==> src/rtl/seven_seg_scanner_if.sv <==
// seven_seg_scanner_if: value/control inputs and pin-side outputs of the seven-segment scanner
interface seven_seg_scanner_if;
  logic [31:0] SEVENSEGHEX;
  logic        LZ_BLANK;
  logic [7:0]  DP_MASK;
  logic [7:0]  ANODE;
  logic [6:0]  CATHODE;
  logic        DP;
  logic        FRAME;
  modport master (output SEVENSEGHEX, LZ_BLANK, DP_MASK, input ANODE, CATHODE, DP, FRAME);
  modport slave (input SEVENSEGHEX, LZ_BLANK, DP_MASK, output ANODE, CATHODE, DP, FRAME);
endinterface

==> src/rtl/seven_seg_scanner.sv <==
// seven_seg_scanner: time-multiplexed 8-digit common-anode display driver with per-frame latch
module seven_seg_scanner #(
  parameter int DIV = 100000
) (
  input logic CLK,
  input logic RESET,
  seven_seg_scanner_if.slave bus
);
  localparam int CW = $clog2(DIV);
  localparam logic [6:0] SEG [16] = '{
    7'h3F, 7'h06, 7'h5B, 7'h4F, 7'h66, 7'h6D, 7'h7D, 7'h07,
    7'h7F, 7'h6F, 7'h77, 7'h7C, 7'h39, 7'h5E, 7'h79, 7'h71
  };
  logic [CW-1:0] cnt_q, cnt_d;
  logic [2:0]    idx_q, idx_d;
  logic [31:0]   hex_q, hex_d;
  logic          lz_q, lz_d;
  logic [7:0]    dpm_q, dpm_d;
  logic [7:0]    anode_q, anode_d;
  logic [6:0]    cathode_q, cathode_d;
  logic          dp_q, dp_d;
  logic          frame_q, frame_d;
  logic          tick, latch, blank;
  logic [3:0]    nib;
  // Prescaler, digit index, frame latch and next-slot output pattern; outputs only change on tick
  always_comb begin
    tick = cnt_q == CW'(DIV - 1);
    latch = tick && idx_q == 3'd7;
    cnt_d = tick ? '0 : cnt_q + 1'b1;
    idx_d = idx_q + {2'b00, tick};
    hex_d = latch ? bus.SEVENSEGHEX : hex_q;
    lz_d = latch ? bus.LZ_BLANK : lz_q;
    dpm_d = latch ? bus.DP_MASK : dpm_q;
    nib = hex_d[{idx_d, 2'b00} +: 4];
    blank = lz_d && idx_d != 3'd0 && (hex_d >> {idx_d, 2'b00}) == 32'd0;
    anode_d = tick ? (blank ? 8'hFF : ~(8'd1 << idx_d)) : anode_q;
    cathode_d = tick ? (blank ? 7'h7F : ~SEG[nib]) : cathode_q;
    dp_d = tick ? (blank | ~dpm_d[idx_d]) : dp_q;
    frame_d = latch;
  end
  // State and registered pins; reset darkens the display and parks idx at 7 so the first tick starts a frame
  always_ff @(posedge CLK) begin
    if (RESET) begin
      cnt_q <= '0;
      idx_q <= 3'd7;
      hex_q <= '0;
      lz_q <= 1'b0;
      dpm_q <= '0;
      anode_q <= 8'hFF;
      cathode_q <= 7'h7F;
      dp_q <= 1'b1;
      frame_q <= 1'b0;
    end else begin
      cnt_q <= cnt_d;
      idx_q <= idx_d;
      hex_q <= hex_d;
      lz_q <= lz_d;
      dpm_q <= dpm_d;
      anode_q <= anode_d;
      cathode_q <= cathode_d;
      dp_q <= dp_d;
      frame_q <= frame_d;
    end
  end
  assign bus.ANODE = anode_q;
  assign bus.CATHODE = cathode_q;
  assign bus.DP = dp_q;
  assign bus.FRAME = frame_q;
endmodule

==> src/flat_wrapper.sv <==
// flat-port wrapper written by rule: the top's interface ports become plain ports
module seven_seg_scanner_flat 
#(
  parameter int DIV = 100000
)
  (CLK, RESET, bus_SEVENSEGHEX, bus_LZ_BLANK, bus_DP_MASK, bus_ANODE, bus_CATHODE, bus_DP, bus_FRAME);
  seven_seg_scanner_if bus_i ();
  input logic CLK;
  input logic RESET;
  input wire logic [$bits(bus_i.SEVENSEGHEX)-1:0] bus_SEVENSEGHEX;
  input wire logic [$bits(bus_i.LZ_BLANK)-1:0] bus_LZ_BLANK;
  input wire logic [$bits(bus_i.DP_MASK)-1:0] bus_DP_MASK;
  output wire logic [$bits(bus_i.ANODE)-1:0] bus_ANODE;
  output wire logic [$bits(bus_i.CATHODE)-1:0] bus_CATHODE;
  output wire logic [$bits(bus_i.DP)-1:0] bus_DP;
  output wire logic [$bits(bus_i.FRAME)-1:0] bus_FRAME;
  assign bus_i.SEVENSEGHEX = bus_SEVENSEGHEX;
  assign bus_i.LZ_BLANK = bus_LZ_BLANK;
  assign bus_i.DP_MASK = bus_DP_MASK;
  assign bus_ANODE = bus_i.ANODE;
  assign bus_CATHODE = bus_i.CATHODE;
  assign bus_DP = bus_i.DP;
  assign bus_FRAME = bus_i.FRAME;
  seven_seg_scanner #(.DIV(DIV)) u_core (.CLK(CLK), .RESET(RESET), .bus(bus_i));
endmodule
==> config.mk <==
export PLATFORM = sky130hd
export DESIGN_NAME = seven_seg_scanner_flat
export DESIGN_NICKNAME = d
export VERILOG_FILES = /design/src/rtl/seven_seg_scanner_if.sv /design/src/rtl/seven_seg_scanner.sv /design/src/flat_wrapper.sv
export SDC_FILE = /design/constraint.sdc
export NUM_CORES = 1
export LEC_CHECK = 0
export ABC_AREA = 1
export BUFFER_PORTS_ARGS = -buffer_cell sky130_fd_sc_hd__clkbuf_2
export CAP_MARGIN = 20
export CORE_ASPECT_RATIO = 1.1
export CORE_UTILIZATION = 46
export CTS_BUF_LIST = sky130_fd_sc_hd__clkbuf_4 sky130_fd_sc_hd__clkbuf_8 sky130_fd_sc_hd__clkbuf_16
export CTS_CLUSTER_SIZE = 30
export DETAILED_ROUTE_END_ITERATION = 10
export GPL_ROUTABILITY_DRIVEN = 0
export PLACE_DENSITY = 0.65
export SYNTH_ARGS = -nofsm -noshare
export SYNTH_HDL_FRONTEND = slang
export SYNTH_SLANG_ARGS = --single-unit
==> constraint.sdc <==
create_clock -name CLK -period 6.8 [get_ports CLK]
set_input_delay 1.36 -clock CLK [delete_from_list [all_inputs] [get_ports CLK]]
set_output_delay 1.36 -clock CLK [all_outputs]
set_load 0.005 [all_outputs]
### Word level (Yosys, flattened, before mapping)

Memories as Yosys holds them, arrays and structs flattened.
Cells that the tools add are included.

| operators by class | value |
|---|---|
| magnitude comparators | 2 |
| bitwise gates (word level) | 5 |
| reductions and logical operators | 6 |
| shift-type cells | 3 |
| eq/ne operators | 2 |
| $add $sub $neg | 2 |
| mux-type cells | 9 |

Operators with widths:

| operator | number |
|---|---|
| $logic_not A32 Y1 | 1 |
| $mux W32 | 1 |
| $shiftx A32 B6 Y4 | 1 |
| $shr A32 B5 Y32 | 1 |
| $mux W7 | 3 |
| $add A17 B1 Y17 const B | 1 |
| $eq A17 B17 Y1 const B | 1 |
| $mux W8 | 2 |
| $not A8 Y8 | 1 |
| $shl A1 B3 Y8 const A | 1 |
| $not A7 Y7 | 1 |
| $ge A5 B5 Y1 const B | 1 |
| $not A4 Y5 | 1 |
| $lt A3 B4 Y1 const B | 1 |
| $add A3 B1 Y3 | 1 |
| $bmux W1 S3 | 1 |
| $eq A3 B3 Y1 const B | 1 |
| $logic_and A1 B1 Y1 | 3 |
| $reduce_bool A3 Y1 | 1 |
| $mux W1 | 2 |
| $reduce_or A2 Y1 | 1 |
| $not A1 Y1 | 1 |
| $or A1 B1 Y1 | 1 |

| storage, ports and cells | value |
|---|---|
| output and inout bits | 17 |
| bits in read-only memories | 112 |
| register bits | 78 |
| input port bits | 43 |
| logic and storage cells | 39 |
| memories kept | 1 |

Memories:

| name | words | bits a word | read ports | clocked after Yosys merged registers in | wr ports | line | text |
|---|---|---|---|---|---|---|---|
| (no name shown) | 16 | 7 | 1 | 0 | 0 | seven_seg_scanner.sv:37 | `cathode_d = tick ? (blank ? 7'h7F : ~SEG[nib]) : cathode_q;` |

### Depth between registers and ports, before layout

| logic depth | value |
|---|---|
| depth after elaboration | 10 |
| gate-level depth with buffers | 26 |
| gate-level depth less buffers | 25 |

### Least setup slack after synthesis

OpenSTA, ideal clock, no wires.

| timing | value |
|---|---|
| path kind | reg-to-reg |
| from | register u_core.cnt_q[0] |
| to | register u_core.cathode_q[1] (netlist: u_core.bus.CATHODE[1]) |
| period minus slack after synthesis | 3299 ps |
| stages on the path, launching flop included | 23 |
| data arrival time | 3233 ps |
| slack | 3501 ps |
| required time | 6734 ps |
| library setup time | 66 ps |
| buffers on the path | 2 |
| path through | dfxtp_1 ha_1 nand3_2 nor2_1 nand2_1 nor2_1 ha_1 xnor2_1 inv_1 buf_2 nor2_1 nand3_1 nand2_1 ha_1 inv_1 nor2_1 nand3b_1 nor2_1 nand2_2 nor2_4 nand3_2 buf_6 a21oi_2 |

| between the ends | value |
|---|---|
| cells in the longest elaborated chain, start to end | 10 |
| elaborated cells between the ends (all ways) | 17 |
| those cells by class | add/sub (1); eq/ne (1); shift (2); mux (5); bitwise (2); reduce/logical (5); memory (1) |

Ends and longest elaborated chain:

| what | line | text |
|---|---|---|
| start, declared | seven_seg_scanner.sv:14 | `logic [CW-1:0] cnt_q, cnt_d;` |
| start signal, assigned | seven_seg_scanner.sv:54 | `cnt_q <= cnt_d;` |
| $eq A17 B17 Y1 * | seven_seg_scanner.sv:27 | `tick = cnt_q == CW'(DIV - 1);` |
| branches (longest 9 deep; another with $mem_v2 Z16 W7) | - |  |
| end signal, assigned | seven_seg_scanner.sv:60 | `cathode_q <= cathode_d;` |
| end, declared | seven_seg_scanner.sv:20 | `logic [6:0] cathode_q, cathode_d;` |

Every way passes the cells marked *. The select of a mux whose other input is x is not followed.
A chain may end at the register's enable or synchronous reset.

### Final worst setup path

| timing | value |
|---|---|
| from | register u_core.cnt_q[0] |
| to | register u_core.cathode_q[0] (netlist: u_core.bus.CATHODE[0]) |

| between the ends | value |
|---|---|
| elaborated cells between the ends (all ways) | 17 |
| those cells by class | add/sub (1); eq/ne (1); shift (2); mux (5); bitwise (2); reduce/logical (5); memory (1) |

RTL lines:

| what | line | text |
|---|---|---|
| $eq A17 B17 Y1 * | seven_seg_scanner.sv:27 |  |
| $add A3 B1 Y3 * | seven_seg_scanner.sv:30 | `idx_d = idx_q + {2'b00, tick};` |
| via u_core.idx_d[1] | seven_seg_scanner.sv:15 | `logic [2:0] idx_q, idx_d;` |
| $shiftx A32 B6 Y4 | seven_seg_scanner.sv:34 | `nib = hex_d[{idx_d, 2'b00} +: 4];` |
| $not A4 Y5 (implied by the code) | seven_seg_scanner.sv:37 |  |
| $mem_v2 Z16 W7 | - |  |
| $mux W7 (implied by the code) (2 in a row) | seven_seg_scanner.sv:37 |  |
| $not A7 Y7 | seven_seg_scanner.sv:37 |  |
| $mux W7 * | seven_seg_scanner.sv:37 |  |

Mark *: on every way through the listed nets, which the timed path passes. The rest lies on a longest branch. The select of a mux whose other input is x is not followed.

==> reports/results.txt <==
Fillers: 977
Initial Utilization: 48.3%
Pin count of the biggest net entering global routing: 46
CP max stage cell: ha_1
EDFF count, synth: 0
Leakage power: 2.49 nW
Post-Syn Area: 0.00460 mm^2
Diode count: 0
Largest family of logic cells by synthesized area: simple AND/OR/NAND/NOR gates
Vias in the first global route: 4126
Simple-gate area share of the yosys netlist: 43.5%
Distinct cells, synth: 39
Syn Inst Count: 702
Type of element launching the critical path: register
Drt pass-1 iters: 5
Htree depth: 3
FMAX: 0.241 GHz
Sw frac: 23.0%
Switching power: 0.184 mW
First-pass GRT wire length: 19200 um
Min-delay worst type: reg -> reg
Max rail drop VDD: 101 uV
Fraction of layout cells with a size suffix above 1: 17.8%
CP delay by family, top: simple AND/OR/NAND/NOR gates
Post-place setup slack: 2.70 ns
Clock power share: 39.2%
RSZ-0062 raised after global routing: false
Critical path type: reg -> reg
Routed Antenna Nets: 0
Residual DRC count: 0
XOR/XNOR Fraction of Synth Area: 1.14%
Hold Buf Count CTS: 0
Clock Sinks: 78
Syn avg cell area: 6.56 um^2
Die width: 97.4 um
Async set-reset flop share out of synthesis: 0%
Vias/cell: 5.10
Die Y: 107 um
Worst Path Arrival: 4.44 ns
Die footprint: 0.0104 mm^2
Mapped Nets: 753
Comb pwr share: 3.3%
Flop-to-flop setup slack: 2.65 ns
Multiplexer share of the synthesized area: 1.52%
Rel. slew slack: 33.0%
Final Setup Violations: 0
Core Region: 0.00954 mm^2
IO Count: 60
Tcrit/Tclk final: 61.1%
CTS Root Cell: clkbuf_8
Sequential fraction of the synthesis area: 33.9%
CP required: 7.09 ns
Final worst path period need: 4.15 ns
Synth Flop Type: dfxtp_1
Setup Fix Bufs, Post-CTS: 0
Status: completed
Synth warn: 0
Max Slew Vio Count: 0
Clock latency on the worst-skew pair: 0.37 ns
Crit path max fanout: 15
Compound-Gate Fraction of Synth Area: 6.36%
Int Pwr: 0.615 mW
Clock Pin Slew Worst Setup and Hold Paths: 0.07 ns
Max Cap Violations: 0
Final hold vios: 0
Final WS setup: 2.65 ns
Flops & latches, synth: 78
Initial antenna violation count: 0
Slowest stage delay, CP: 0.45 ns
Placed insts: 853
Clock Skews: 0.0151 ns
Final setup TNS: 0 ns
Total grt overflow: 0
CTS tree: built
Clock buffer count from CTS: 9
Via Count: 4430
Placed cell area: 0.00488 mm^2
Row Count: 37
CP bufs+invs: 2
Total wire length: 11100 um
DR iter-0 viols: 228
Total track usage: 22.7%
Post-DP HPWL: 8270 um
CTS resizes: 0
Bufs on Longest Clock Path: 2
Adder and majority cell fraction of the synthesized area: 2.18%
Slew at the pin closest to its max-slew limit: 1.00 ns
Fin area: 0.00505 mm^2
CP most frequent cell: nor2_1
Pwr dens: 158 mW/mm^2
Wire length per cell: 12.8 um
Post-Layout Cell Count: 868
CP Capture Type: register
Port buffer count: 59
Crit-path cells: ha_1 > nand3_2 > nor2_1 > nand2_1 > nor2_1 > ha_1 > inv_1 > nand2_2 > nor2_1 > nor2_1 > nand3_1 > nand2_1 > ha_1 > inv_1 > nor2_1 > nand3b_1 > nor2_1 > nand2_2 > nor2_4 > nand3_2 > a21oi_1
Area Growth Syn to Fin: 9.71%
WHS: 0.455 ns
Nets: 798
Seq pwr share: 57.4%
==> layout make-up <==
cell class              instances  area, um^2  area share (%)
repair buffers                 59         295            5.85
clock inverters                 2        10.0           0.198
inverters                      96         363            7.19
multi-input cells             503        2520            49.9
flip-flops and latches         78        1560            30.9
well taps                     117         146            2.90
clock buffers                  13         154            3.05
==> cells in the mapped netlist, types with 7 or more instances <==
library cell | number | area, um^2
a21oi_1 | 23 | 115
a21oi_2 | 10 | 87.6
buf_2 | 7 | 35.0
buf_6 | 7 | 78.8
clkbuf_1 | 9 | 33.8
dfxtp_1 | 78 | 1560
ha_1 | 8 | 100
inv_1 | 87 | 327
inv_2 | 8 | 30.0
mux2i_1 | 7 | 70.1
nand2_1 | 202 | 758
nand2_2 | 9 | 56.3
nand3_1 | 45 | 225
nand3_2 | 11 | 110
nand4_1 | 31 | 194
nor2_1 | 102 | 383
nor3_1 | 7 | 35.0
==> flip-flops by register name, summed over array words and instances, names as in the netlist <==
signal	cells
u_core.bus.ANODE	8
u_core.bus.CATHODE	7
u_core.bus.DP	1
u_core.bus.FRAME	1
u_core.cnt_q	17
u_core.dpm_q	8
u_core.hex_q	32
u_core.idx_q	3
u_core.lz_q	1
==> power groups by stage <==
| stage | Clock (mW) | Sequential, mW | Combinational (mW) |
|---|---|---|---|
| 2_1_floorplan | 0 | 0.469 | 0.0114 |
| 3_3_place_gp | 0 | 0.470 | 0.0264 |
| 3_5_place_dp | 0 | 0.470 | 0.0271 |
| 4_1_cts | 0.318 | 0.459 | 0.0272 |
| 5_1_grt | 0.339 | 0.459 | 0.0305 |
| 6_report | 0.314 | 0.459 | 0.0266 |
==> path summary, 6_finish.rpt <==
| kind | from | to | cells after the start |
|---|---|---|---|
| max | u_core.cnt_q[0]$_SDFF_PP0_ | u_core.bus.CATHODE[0]$_SDFFE_PP1N_ | 21 |
| min | u_core.cnt_q[0]$_SDFF_PP0_ | u_core.cnt_q[0]$_SDFF_PP0_ | 1 |
| max reg2reg | u_core.cnt_q[0]$_SDFF_PP0_ | u_core.bus.CATHODE[0]$_SDFFE_PP1N_ | 21 |
| min reg2reg | u_core.cnt_q[0]$_SDFF_PP0_ | u_core.cnt_q[0]$_SDFF_PP0_ | 1 |
==> stage by stage <==
stage	utilization (%)	total power, mW
after CTS	52.9	0.804
after detailed placement	51.2	0.497
final	52.9	0.799
after global routing	52.9	0.828
after floorplan	-	0.481
after global placement	51.2	0.496
==> worst register-to-register path, cell delays in order (launching register included) <==
cell and delay [ns]:
dfxtp_1 0.36, ha_1 0.20, nand3_2 0.13, nor2_1 0.34, nand2_1 0.18, nor2_1 0.12, ha_1 0.45, inv_1 0.37
nand2_2 0.22, nor2_1 0.06, nor2_1 0.10, nand3_1 0.09, nand2_1 0.22, ha_1 0.19, inv_1 0.05, nor2_1 0.09
nand3b_1 0.08, nor2_1 0.12, nand2_2 0.08, nor2_4 0.11, nand3_2 0.29, a21oi_1 0.23
==> layer usage <==
metal | global-route usage, % | vias to the layer above | routed length [um]
met5 | 0 | - | 0
met2 | 36.2 | 138 | 4960
met1 | 29.9 | 1963 | 5260
li1 | - | 2299 | -
met4 | 11.9 | 0 | 364
met3 | 3.19 | 30 | 526
==> cell families (layout without fill, tap and decap cells) <==
logic type / Yosys count / in the layout
AND/OR/NAND/NOR: 435 / 435
buffers and inverters: 121 / 170
flip-flops: 78 / 78
XOR/XNOR: 6 / 6
adder cells (fa/ha/maj): 8 / 8
multiplexers: 7 / 7
AO/OA/AOI/OAI: 47 / 47
==> cell usage in the layout (no fill, tap or decap) <==
cell,instances
nor3b_1,1
nand2b_1,1
o21ai_4,1
clkbuf_4,4
nor4_1,5
xor2_1,4
clkinv_2,2
inv_1,87
nand3b_1,1
nand3_2,11
nor3_1,7
inv_4,1
clkbuf_2,59
nand3_1,45
nor2_2,4
a21oi_2,10
mux2i_1,7
or2_2,6
nor2_4,3
inv_2,8
nor2_1,102
o21ai_0,5
nand2_1,202
nand2_2,9
a31oi_1,2
nand4_4,1
dfxtp_1,78
xnor2_1,2
o31ai_1,1
nor2_8,1
and2_1,1
clkbuf_8,9
o21ai_2,1
a21oi_1,23
nand4_1,31
o21ai_1,4
ha_1,8
nand2_4,4
No activity file was read; power rests on OpenSTA's default activity.
